`src/rtl/aes_core_arbiter.sv`:
```
// Round-robin arbiter sharing one AES core between NUM_REQ requesters,
// with ld/done sequencing, a WAIT-state watchdog and a one-cycle core recovery reset.
module aes_core_arbiter #(
    parameter int unsigned NUM_REQ = 4,
    parameter int unsigned IDX_W   = 2,
    parameter int unsigned TIMEOUT = 64
) (
    input  logic                       i_clk,
    input  logic                       i_rst,
    input  logic [NUM_REQ-1:0]         i_req_valid,
    input  logic [NUM_REQ*128-1:0]     i_req_key,
    input  logic [NUM_REQ*128-1:0]     i_req_text,
    output logic [NUM_REQ-1:0]         o_req_ready,
    output logic [NUM_REQ-1:0]         o_resp_valid,
    output logic [127:0]               o_resp_data,
    output logic                       o_resp_err,
    output logic                       o_busy,
    output logic [IDX_W-1:0]           o_grant_idx,
    output logic                       o_core_ld,
    output logic [127:0]               o_core_key,
    output logic [127:0]               o_core_text_in,
    output logic                       o_core_rst_n,
    input  logic                       i_core_done,
    input  logic [127:0]               i_core_text_out
);

    localparam int unsigned DATA_W = 128;
    localparam int unsigned WCNT_W = (TIMEOUT > 1) ? $clog2(TIMEOUT) : 1;

    localparam logic [1:0] S_IDLE = 2'd0;
    localparam logic [1:0] S_LOAD = 2'd1;
    localparam logic [1:0] S_WAIT = 2'd2;
    localparam logic [1:0] S_RESP = 2'd3;

    logic [1:0]          r_state;
    logic [IDX_W-1:0]    r_ptr;
    logic [IDX_W-1:0]    r_grant_idx;
    logic                r_core_ld;
    logic [DATA_W-1:0]   r_core_key;
    logic [DATA_W-1:0]   r_core_text_in;
    logic [WCNT_W-1:0]   r_wcnt;
    logic [NUM_REQ-1:0]  r_resp_valid;
    logic [DATA_W-1:0]   r_resp_data;
    logic                r_resp_err;
    logic                r_core_rst_n;
    logic                r_busy;

    logic [1:0]          w_state_nxt;
    logic [IDX_W-1:0]    w_ptr_nxt;
    logic [IDX_W-1:0]    w_grant_nxt;
    logic                w_ld_nxt;
    logic [DATA_W-1:0]   w_key_nxt;
    logic [DATA_W-1:0]   w_text_nxt;
    logic [WCNT_W-1:0]   w_wcnt_nxt;
    logic [NUM_REQ-1:0]  w_resp_valid_nxt;
    logic [DATA_W-1:0]   w_resp_data_nxt;
    logic                w_resp_err_nxt;
    logic                w_core_rst_n_nxt;
    logic                w_busy_nxt;

    logic                w_found;
    logic [IDX_W-1:0]    w_winner;
    int unsigned         w_best;
    int unsigned         w_dist;
    logic [NUM_REQ-1:0]  w_win_onehot;
    logic [NUM_REQ-1:0]  w_grant_onehot;
    logic [DATA_W-1:0]   w_sel_key;
    logic [DATA_W-1:0]   w_sel_text;

    // Winner is the valid requester at the smallest rotational distance from ptr.
    always_comb begin
        w_found  = 1'b0;
        w_winner = '0;
        w_best   = NUM_REQ;
        w_dist   = 0;
        for (int unsigned i = 0; i < NUM_REQ; i++) begin
            w_dist = (i + NUM_REQ - 32'(r_ptr)) % NUM_REQ;
            if (i_req_valid[i] && (w_dist < w_best)) begin
                w_best   = w_dist;
                w_winner = IDX_W'(i);
                w_found  = 1'b1;
            end
        end
    end

    always_comb begin
        w_win_onehot   = '0;
        w_grant_onehot = '0;
        w_sel_key      = '0;
        w_sel_text     = '0;
        for (int unsigned i = 0; i < NUM_REQ; i++) begin
            w_win_onehot[i]   = (IDX_W'(i) == w_winner);
            w_grant_onehot[i] = (IDX_W'(i) == r_grant_idx);
            if (IDX_W'(i) == w_winner) begin
                w_sel_key  = i_req_key[i*DATA_W +: DATA_W];
                w_sel_text = i_req_text[i*DATA_W +: DATA_W];
            end
        end
    end

    // Next-state and next-output logic.
    always_comb begin
        w_state_nxt      = r_state;
        w_ptr_nxt        = r_ptr;
        w_grant_nxt      = r_grant_idx;
        w_ld_nxt         = 1'b0;
        w_key_nxt        = r_core_key;
        w_text_nxt       = r_core_text_in;
        w_wcnt_nxt       = r_wcnt;
        w_resp_valid_nxt = '0;
        w_resp_data_nxt  = r_resp_data;
        w_resp_err_nxt   = r_resp_err;
        w_core_rst_n_nxt = 1'b1;
        case (r_state)
            S_IDLE: begin
                if (w_found) begin
                    w_key_nxt   = w_sel_key;
                    w_text_nxt  = w_sel_text;
                    w_grant_nxt = w_winner;
                    w_ld_nxt    = 1'b1;
                    w_state_nxt = S_LOAD;
                end
            end
            S_LOAD: begin
                w_wcnt_nxt  = '0;
                w_state_nxt = S_WAIT;
            end
            S_WAIT: begin
                if (i_core_done) begin
                    w_resp_data_nxt  = i_core_text_out;
                    w_resp_err_nxt   = 1'b0;
                    w_resp_valid_nxt = w_grant_onehot;
                    w_state_nxt      = S_RESP;
                end else if (r_wcnt == WCNT_W'(TIMEOUT - 1)) begin
                    w_resp_data_nxt  = '0;
                    w_resp_err_nxt   = 1'b1;
                    w_resp_valid_nxt = w_grant_onehot;
                    w_core_rst_n_nxt = 1'b0;
                    w_state_nxt      = S_RESP;
                end else begin
                    w_wcnt_nxt = r_wcnt + WCNT_W'(1);
                end
            end
            S_RESP: begin
                w_ptr_nxt   = IDX_W'((32'(r_grant_idx) + 32'd1) % NUM_REQ);
                w_state_nxt = S_IDLE;
            end
            default: begin
                w_state_nxt = S_IDLE;
            end
        endcase
        w_busy_nxt = (w_state_nxt != S_IDLE);
    end

    always_ff @(posedge i_clk) begin
        if (i_rst) begin
            r_state        <= S_IDLE;
            r_ptr          <= '0;
            r_grant_idx    <= '0;
            r_core_ld      <= 1'b0;
            r_core_key     <= '0;
            r_core_text_in <= '0;
            r_wcnt         <= '0;
            r_resp_valid   <= '0;
            r_resp_data    <= '0;
            r_resp_err     <= 1'b0;
            r_core_rst_n   <= 1'b1;
            r_busy         <= 1'b0;
        end else begin
            r_state        <= w_state_nxt;
            r_ptr          <= w_ptr_nxt;
            r_grant_idx    <= w_grant_nxt;
            r_core_ld      <= w_ld_nxt;
            r_core_key     <= w_key_nxt;
            r_core_text_in <= w_text_nxt;
            r_wcnt         <= w_wcnt_nxt;
            r_resp_valid   <= w_resp_valid_nxt;
            r_resp_data    <= w_resp_data_nxt;
            r_resp_err     <= w_resp_err_nxt;
            r_core_rst_n   <= w_core_rst_n_nxt;
            r_busy         <= w_busy_nxt;
        end
    end

    // Accept strobe and core reset are the only combinational outputs; both are gated by rst.
    assign o_req_ready    = (r_state == S_IDLE && !i_rst && w_found) ? w_win_onehot : '0;
    assign o_core_rst_n   = r_core_rst_n & ~i_rst;
    assign o_resp_valid   = r_resp_valid;
    assign o_resp_data    = r_resp_data;
    assign o_resp_err     = r_resp_err;
    assign o_busy         = r_busy;
    assign o_grant_idx    = r_grant_idx;
    assign o_core_ld      = r_core_ld;
    assign o_core_key     = r_core_key;
    assign o_core_text_in = r_core_text_in;

endmodule

```
`config.mk`:
```
export PLATFORM = sky130hd
export DESIGN_NAME = aes_core_arbiter
export DESIGN_NICKNAME = d
export VERILOG_FILES = /design/src/rtl/aes_core_arbiter.sv
export SDC_FILE = /design/constraint.sdc
export NUM_CORES = 1
export LEC_CHECK = 0
export ABC_AREA = 1
export CAP_MARGIN = 10
export CELL_PAD_IN_SITES_DETAIL_PLACEMENT = 1
export CELL_PAD_IN_SITES_GLOBAL_PLACEMENT = 1
export CORE_AREA = 2 2 605 607
export DETAILED_ROUTE_END_ITERATION = 7
export DIE_AREA = 0 0 607 609
export PLACE_DENSITY_LB_ADDON = 0.1
export SLEW_MARGIN = 20
export SYNTH_ARGS = -nofsm -noshare
export SYNTH_HDL_FRONTEND = slang
export SYNTH_SLANG_ARGS = --single-unit
```
`constraint.sdc`:
```
create_clock -name i_clk -period 5.9 [get_ports i_clk]
set_input_delay 1.18 -clock i_clk [delete_from_list [all_inputs] [get_ports i_clk]]
set_output_delay 1.18 -clock i_clk [all_outputs]
set_load 0.05 [all_outputs]
```
==> flow_summary.ini, run 1 <==
[power]
p_sw_mw = 8.337
swShare_pct = 47.96
power.internal_mw = 9.048
p_comb_share_pct = 50.1
power_density_nw_per_um2 = 369.9
p_total_mw = 17.39
p_leak_nw = 17.13
clkPwrFrac_pct = 28.5
vdd_drop_max_v = 0.0002076
power.share.sequential_pct = 21.3

[placement]
gp_congestion = 0.7921
io_buffer_count = 1556
placed_cells = 9853
post_dp_cell_area_um2 = 44290
pre_cts_ws_ns = 0.08487
dp_hpwl_um = 212100

[clocking]
htree_levels = 3
postCtsHoldBufs = 0
clock_latency_ns = 0.80
clk_pin_slew_ns = 0.05
ctsRootBufferMaster = clkbuf_16
cts.sink_count = 404
cts_tree = done
cts_buffers = 79
clockBufferDepth = 4

[global_routing]
antenna_found_initial = 172
grt_pass1_wl_um = 345500
grt-ovfl-total = 0
grt_max_degree = 134
grt_pass1_vias = 34277
grt_usage_pct = 13.96

[sta]
max_freq_mhz = 180.2
relSlewSlack_pct = 17.49
skew_ns = 0.06145
tightest_slew_ns = 1.238
rsz0062_at_grt = no
setup_viol = 0
hold_viol = 0
final.min_clock_period_ns = 5.550
fin_crit_sh_pct = 94.07
slew_violations = 0
worst_slack_ns = 0.3497
tns_ns = 0
hold_ws_ns = 0.4600

[yosys]
synth_nets = 4846
ys_ff_latch = 404
syn_inst = 3675
ys_seq_area_share_pct = 35.69
yosys_warnings = 0
synth.distinct_cells = 30
syn_area_per_cell_um2 = 6.166
netlist_area_um2 = 22660

[critical_path]
critPathTopFamily = buffers and inverters
arrival_ns = 4.37
worstSetupPathType = in2out
path_common_cell = nand2_1
timing.rr.end = o_core_key[83]
critPathMaxFanout = 4
crit_slowest_cell = clkdlybuf4s50_1
ff2ff_setup_slack_ns = 1.59
cp_num_cells = 19
path_buf_inv = 5
worstPathCellList = clkdlybuf4s50_1 -> a21oi_1 -> buf_4 -> inv_6 -> o21ai_0 -> ha_1 -> nand2_1 -> nand2_1 -> nand2_1 -> nand2_8 -> o21ai_0 -> ha_1 -> nand2_1 -> nand2_2 -> nand2_4 -> nand2_8 -> buf_12 -> nor2_1 -> buf_12
critical-path-max-stage-delay_ns = 0.50
critPathLaunchType = input port
crit_required_ns = 4.72
reg2reg_depth = 21
cp-end-kind = output pin
r2r_start = r_ptr[0]

[final_layout]
layout-drive-gt1-share_pct = 5.798
fin_area_um2 = 47000
nets = 6289
final_cells = 10027
mostFrequentLayoutCell = clkdlybuf4s50_1
post-route-util_pct = 12.92
final_cell_mix = clkdlybuf4s50_1, nand2_1, nand3_1
areaGrowthSynthToFinish_pct = 107.4

[routing]
wl_um = 267500
drtIter0Drc = 1279
first_pass_iters = 5
viasPerCell = 3.166
drcViolationCount = 0
wire_per_inst_um = 26.67
vias = 31741
ant_nets = 0

[floorplanning]
die_h_um = 609
rows = 222
fp.dieW_um = 607
dieArea_um2 = 369700
start_util_pct = 6.227
coreArea_um2 = 363900
io_pins = 1557

[hold_path]
hp-class = reg2reg
hold_depth = 2
min_from = o_resp_data[26]
whs_endpoint = o_resp_data[26]

[job]
maxCapViolations = 0

[status]
status = complete, no violations
[cell type report]
cell class	instances	area, µm²
Clock inverter	27	370.4
Fill cell	43406	316900
Tap cell	4816	6026
Sequential cell	404	8088
Clock buffer	110	2233
Antenna cell	37	92.59
Inverter	224	873.3
Multi-Input combinational cell	2731	12500
Timing Repair Buffer	1678	16810
[worst max-delay path by stage]
stage / start / end / slack [ns]
2_1_floorplan: i_req_valid[1] / o_req_ready[1] / 0.06
3_3_place_gp: i_req_valid[1] / o_req_ready[0] / -0.16
3_5_place_dp: i_req_valid[0] / o_req_ready[0] / 0.08
4_1_cts: i_req_valid[0] / o_req_ready[0] / 0.07
5_1_grt: i_req_valid[0] / o_req_ready[1] / 0.04
6_report: i_req_valid[0] / o_req_ready[3] / 0.35
[cells in the mapped netlist, drive strengths merged]
library cell  instances  area (µm²)
a21oi               163       819.5
ha                   12       150.1
xnor2                 1       8.760
a22oi                 2       15.01
nor2                526        1977
or2                  31       193.9
inv                 224       840.8
nor3                  7       35.03
dfxtp               404        8088
nand2               827        3109
a21boi                1       7.510
nand4                90       563.0
nand3b               53       397.9
buf                 141       670.6
nor3b                 5       37.54
nor4                  1       6.260
clkbuf              175       656.9
nand3               661        3313
a211oi                2       15.01
xor2                  1       8.760
o21ai               347        1737
a221oi                1       8.760
[routing by layer]
layer  track usage (%)  part of all wire [%]  routed length [µm]  up-vias
met5                 0                  0.31                 824        -
met4             2.559                   1.9                5213      132
met3             5.494                   8.9               23890      403
met2             25.89                    51              136900     1121
met1             14.83                    38              100600    15107
li1                  -                     -                   -    14978
[logic make-up (layout without fill, tap and decap cells)]
kind of cell	count (synthesis)	in the layout	synth area share [%]
and+or+nand+nor	2201	2201	42.51
buffers and inverters	540	2039	9.569
AOI/OAI and AO/OA	516	516	11.49
DFF	404	404	35.69
adders and majority gates	12	12	0.6626
xor gates and xnor gates	2	2	0.07732
other	0	37	0
[power groups by stage]
stage	clock [mW]	combinational, mW	sequential [mW]
4_1_cts	5.29	9.11	3.73
3_3_place_gp	0	9.09	3.78
6_report	4.96	8.72	3.71
2_1_floorplan	0	2.52	5.60
3_5_place_dp	0	9.07	3.78
5_1_grt	5.33	9.45	3.80
[worst reg2reg max path: stages, from the launching register on]
cell and delay [ns]:
dfxtp_1 0.46, nand2_1 0.09, a21oi_1 0.15, buf_4 0.15, inv_6 0.03, o21ai_0 0.23
ha_1 0.28, nand2_1 0.08, nand2_1 0.06, nand2_1 0.15, nand2_8 0.06, o21ai_0 0.22
ha_1 0.28, nand2_1 0.10, nand2_2 0.11, a21oi_4 0.20, buf_4 0.18, buf_12 0.26
nand2_1 0.67, nand3_1 0.30, nor2_1 0.07, nor2_1 0.08
[what timing repair did]
item                       CTS  global route
setup buffers                0             0
gates resized for setup      0             4
setup endpoints to repair    0             4
[sequential cells by signal (all words and copies together) (netlist names)]
register	count
o_busy	1
o_core_key	128
o_core_ld	1
o_core_text_in	128
o_grant_idx	2
o_resp_data	128
o_resp_err	1
o_resp_valid	4
r_core_rst_n	1
r_ptr	2
r_state	2
r_wcnt	6
No activity file was read; power rests on OpenSTA's default activity.
==> run 2, diff against run 1 <==
==> constraint.sdc (replaced) <==
create_clock -name i_clk -period 5.9 [get_ports i_clk]
set_input_delay 0.59 -clock i_clk [delete_from_list [all_inputs] [get_ports i_clk]]
set_output_delay 0.59 -clock i_clk [all_outputs]
set_load 0.05 [all_outputs]
==> flow_summary.ini, run 2 (synthesis gave the netlist of run 1 again) <==
[sta]
slew_violations = 0
relSlewSlack_pct = 29.29
fin_crit_sh_pct = 88.48
setup_viol = 0
tightest_slew_ns = 1.061
hold_viol = 0
skew_ns = 0.07090
final.min_clock_period_ns = 5.220
worst_slack_ns = 0.6797
rsz0062_at_grt = no
tns_ns = 0
max_freq_mhz = 191.6

[critical_path]
cp_num_cells = 18
path_buf_inv = 3
worstPathCellList = nand2_1 -> a21oi_1 -> inv_6 -> o21ai_0 -> ha_1 -> nand2_1 -> nand2_1 -> nand2_1 -> nand2_8 -> o21ai_0 -> ha_1 -> nand2_1 -> nand2_1 -> nand2_4 -> nand2_8 -> buf_12 -> nor2_1 -> buf_12
timing.rr.end = o_core_text_in[92]
crit_slowest_cell = nor2_1
r2r_start = r_ptr[0]
reg2reg_depth = 21
critPathLaunchType = flop
cp-end-kind = output pin
worstSetupPathType = reg2out
critical-path-max-stage-delay_ns = 0.63
crit_required_ns = 5.31
critPathTopFamily = simple AND/OR/NAND/NOR gates
ff2ff_setup_slack_ns = 1.54
critPathMaxFanout = 24
path_common_cell = nand2_1
arrival_ns = 4.63

[final_layout]
nets = 6256
areaGrowthSynthToFinish_pct = 105.2
mostFrequentLayoutCell = clkdlybuf4s50_1
final_cell_mix = clkdlybuf4s50_1, nand2_1, nand3_1
layout-drive-gt1-share_pct = 4.918

[clocking]
htree_levels = 3
cts_tree = done
cts_setup_buffers = 0
cts_buffers = 78
clk_pin_slew_ns = 0.06
ctsRootBufferMaster = clkbuf_16
cts_resized = 0
clockBufferDepth = 4
postCtsHoldBufs = 0
cts.sink_count = 404
clock_latency_ns = 0.80

[global_routing]
grt_usage_pct = 14.25
grt_pass1_vias = 34097
antenna_found_initial = 185
grt_max_degree = 115
grt-ovfl-total = 0
grt_pass1_wl_um = 350700

[status]
status = complete, no violations

[power]
power_density_nw_per_um2 = 366.5
p_comb_share_pct = 51.5
p_sw_mw = 8.333
clkPwrFrac_pct = 26.6
power.internal_mw = 8.711
power.share.sequential_pct = 21.9
p_leak_nw = 16.84
vdd_drop_max_v = 0.0001836
swShare_pct = 48.89

[placement]
io_buffer_count = 1556
pre_cts_ws_ns = 0.7355
gp_congestion = 0.7912
dp_hpwl_um = 217000

[job]
maxCapViolations = 0

[floorplanning]
io_pins = 1557
dieArea_um2 = 369700
start_util_pct = 6.227
die_h_um = 609
rows = 222
fp.dieW_um = 607
coreArea_um2 = 363900

[routing]
wire_per_inst_um = 27.38
ant_nets = 0
route.met2.wl_um = 142400
drcViolationCount = 0
vias = 31825
wl_um = 273500
viasPerCell = 3.187
drt-met1-wl_um = 101700
drtIter0Drc = 1355
first_pass_iters = 5
top_layer_used = met5
dr_wl_met3_um = 23560

[hold_path]
whs_endpoint = o_resp_data[108]
hp-class = in2reg
min_from = i_rst
hold_depth = 2
run 2: cell count changes in the layout (fill, tap and decap cells not counted), moves of 3 or more:
cell and change:
buf_4 -30, diode_2 +9, clkbuf_8 -3, clkdlybuf4s50_1 -5, bufinv_16 -5, clkinv_2 -8
buf_12 +3
run 2: worst max path at each step:
| stage | from | to |
|---|---|---|
| 2_1_floorplan | i_req_valid[1] | o_req_ready[1] |
| 3_3_place_gp | i_req_valid[1] | o_core_key[79] |
| 3_5_place_dp | i_req_valid[1] | o_req_ready[3] |
| 4_1_cts | r_ptr[0] | o_req_ready[3] |
| 5_1_grt | r_ptr[0] | o_req_ready[0] |
| 6_report | r_ptr[0] | o_req_ready[3] |
run 2: metrics by stage:
stage,util (%),area [µm²],power (mW),cells,hold WS (ns)
floorplan,-,22660,8.113,3675,0.4500
global placement,12.11,44060,12.98,9821,0.4471
detailed placement,12.11,44060,12.95,9821,0.4564
CTS,12.75,46390,17.84,9940,0.1650
global route,12.76,46430,18.23,9959,0.1858
finish,12.78,46500,17.04,9986,0.2174
run 2: power groups by stage:
stage,clock network (mW),registers (mW),logic [mW]
2_1_floorplan,0,5.60,2.52
3_3_place_gp,0,3.81,9.17
3_5_place_dp,0,3.81,9.14
4_1_cts,4.89,3.77,9.18
5_1_grt,4.92,3.81,9.50
6_report,4.54,3.73,8.78
run 2: layout make-up:
class,instances,area [µm²]
fillers,43403,317400
clock inverters,13,142.6
flip-flops and latches,404,8088
inverters,224,873.3
repair buffers,1646,16600
multi-input cells,2731,12470
diodes,46,115.1
well taps,4816,6026
clock buffers,106,2188
run 2: routing by layer:
metal / global-route usage [%] / up-vias
met5: 0 / -
met4: 3.043 / 114
met1: 15.00 / 15129
met3: 5.212 / 398
met2: 26.70 / 1263
li1: - / 14921
==> run 3, diff against run 2 <==
--- a/config.mk
+++ b/config.mk
@@ -10,6 +10,7 @@
 export CELL_PAD_IN_SITES_DETAIL_PLACEMENT = 1
 export CELL_PAD_IN_SITES_GLOBAL_PLACEMENT = 1
 export CORE_AREA = 2 2 605 607
+export CTS_BUF_LIST = sky130_fd_sc_hd__clkbuf_2 sky130_fd_sc_hd__clkbuf_4 sky130_fd_sc_hd__clkbuf_8
 export DETAILED_ROUTE_END_ITERATION = 7
 export DIE_AREA = 0 0 607 609
 export PLACE_DENSITY_LB_ADDON = 0.1
==> flow_summary.ini, run 3 (synthesis gave the netlist of run 1 again) <==
[final_layout]
areaGrowthSynthToFinish_pct = 107.8
mostFrequentLayoutCell = clkdlybuf4s50_1
layout-drive-gt1-share_pct = 6.578
fin_area_um2 = 47080
final_cell_mix = clkdlybuf4s50_1, nand2_1, nand3_1
nets = 6352

[critical_path]
reg2reg_depth = 21
cp-end-kind = output pin
crit_required_ns = 5.31
cp_num_cells = 18
timing.rr.end = o_core_text_in[92]
crit_end = o_req_ready[3]
worstPathCellList = nand2_1 -> a21oi_1 -> inv_6 -> o21ai_0 -> ha_1 -> nand2_1 -> nand2_1 -> nand2_1 -> nand2_8 -> o21ai_0 -> ha_1 -> nand2_1 -> nand2_1 -> nand2_4 -> nand2_8 -> buf_12 -> nor2_1 -> buf_12
critPathTopFamily = simple AND/OR/NAND/NOR gates
crit_slowest_cell = nor2_1
ff2ff_setup_slack_ns = 1.50
path_buf_inv = 3
worstSetupPathType = reg2out
critPathMaxFanout = 24
r2r_start = r_ptr[0]
cp-startpoint = r_ptr[0]
critPathLaunchType = flop
path_common_cell = nand2_1
arrival_ns = 4.78
critical-path-max-stage-delay_ns = 0.61

[placement]
pre_cts_ws_ns = 0.7355
gp_congestion = 0.7912
post_dp_cell_area_um2 = 44060
dp_hpwl_um = 217000
io_buffer_count = 1556

[routing]
wire_per_inst_um = 27.02
viasPerCell = 3.190
drcViolationCount = 0
vias = 32287
ant_nets = 0
wl_um = 273400
first_pass_iters = 5
drtIter0Drc = 1348

[sta]
fin_crit_sh_pct = 91.09
hold_viol = 0
final.min_clock_period_ns = 5.374
max_freq_mhz = 186.1
setup_viol = 0
rsz0062_at_grt = no
skew_ns = 0.1341
slew_violations = 0
relSlewSlack_pct = 28.48
tns_ns = 0
tightest_slew_ns = 1.073
worst_slack_ns = 0.5255

[clocking]
ctsRootBufferMaster = clkbuf_8
cts_resized = 0
cts.sink_count = 404
cts_buffers = 116
clk_pin_slew_ns = 0.06
clock_latency_ns = 1.00
clockBufferDepth = 4
cts_setup_buffers = 0
htree_levels = 3
cts_tree = done
postCtsHoldBufs = 58

[floorplanning]
fp.dieW_um = 607
die_h_um = 609
io_pins = 1557
rows = 222
start_util_pct = 6.227
coreArea_um2 = 363900
dieArea_um2 = 369700

[hold_path]
hp-class = in2reg
hold_depth = 3
min_from = i_core_text_out[3]

[job]
maxCapViolations = 0

[power]
power.share.sequential_pct = 22.2
vdd_drop_max_v = 0.0001946
power_density_nw_per_um2 = 357.4
p_comb_share_pct = 52.4
p_leak_nw = 17.21
swShare_pct = 49.68
p_sw_mw = 8.359
clkPwrFrac_pct = 25.4
power.internal_mw = 8.467
p_total_mw = 16.83

[global_routing]
grt_usage_pct = 14.23
grt_pass1_vias = 34584
grt_pass1_wl_um = 351300
antenna_found_initial = 184
grt_max_degree = 115
grt-ovfl-total = 0

[status]
status = complete, no violations
[run 3: changes by cell type in the layout (fill, tap and decap cells not counted), moves of 2 or more]
cell,previous run,this run
clkbuf_8,11,136
clkbuf_16,79,0
dlygate4sd3_1,0,58
clkbuf_4,0,50
clkbuf_1,16,0
bufinv_16,2,0
clkinvlp_4,2,0
diode_2,46,44
inv_6,3,1
inv_8,3,5
[run 3: final cells by class]
| class | instances | area (µm²) |
|---|---|---|
| fillers | 43491 | 316800 |
| repair buffers | 1704 | 17180 |
| multi-input cells | 2731 | 12470 |
| flip-flops and latches | 404 | 8088 |
| well taps | 4816 | 6026 |
| clock buffers | 186 | 2247 |
| inverters | 224 | 873.3 |
| diodes | 44 | 110.1 |
| clock inverters | 11 | 90.09 |
[run 3: power by group through the flow]
stage                     sequential [mW]  clock [mW]  combinational, mW
after floorplan                      5.60           0               2.52
after global routing                 3.81        4.67               9.54
after CTS                            3.77        4.63               9.21
after global placement               3.81           0               9.17
final                                3.73        4.28               8.81
after detailed placement             3.81           0               9.14
[run 3: stage by stage]
stage	hold WS, ns	utilization, %	cells
after global routing	0.09880	12.92	10095
after detailed placement	0.4564	12.11	9821
after floorplan	0.4500	-	3675
after global placement	0.4471	12.11	9821
final	0.1833	12.94	10120
after CTS	0.01629	12.91	10076
[run 3: tightest hold or removal path, delay by kind of cell]
family	cells	cell delay (ns)
AO/OA/AOI/OAI	1	0.06
buffers and inverters	1	0.40
AND/OR/NAND/NOR	1	0.09
[run 3: metal layers]
layer | GRT usage, % | vias up | share of wire (%)
li1 | - | 15132 | -
met1 | 14.94 | 15308 | 37
met3 | 5.200 | 446 | 8.6
met5 | 0 | - | 0.25
met4 | 3.037 | 106 | 2.0
met2 | 26.72 | 1295 | 52
[run 3: worst min path at each step]
stage | slack [ns] | end
2_1_floorplan | 0.45 | r_wcnt[2]
3_5_place_dp | 0.46 | o_resp_data[36]
6_report | 0.18 | o_resp_data[3]
3_3_place_gp | 0.45 | o_resp_data[64]
5_1_grt | 0.1 | o_resp_data[59]
4_1_cts | 0.02 | o_resp_data[57]
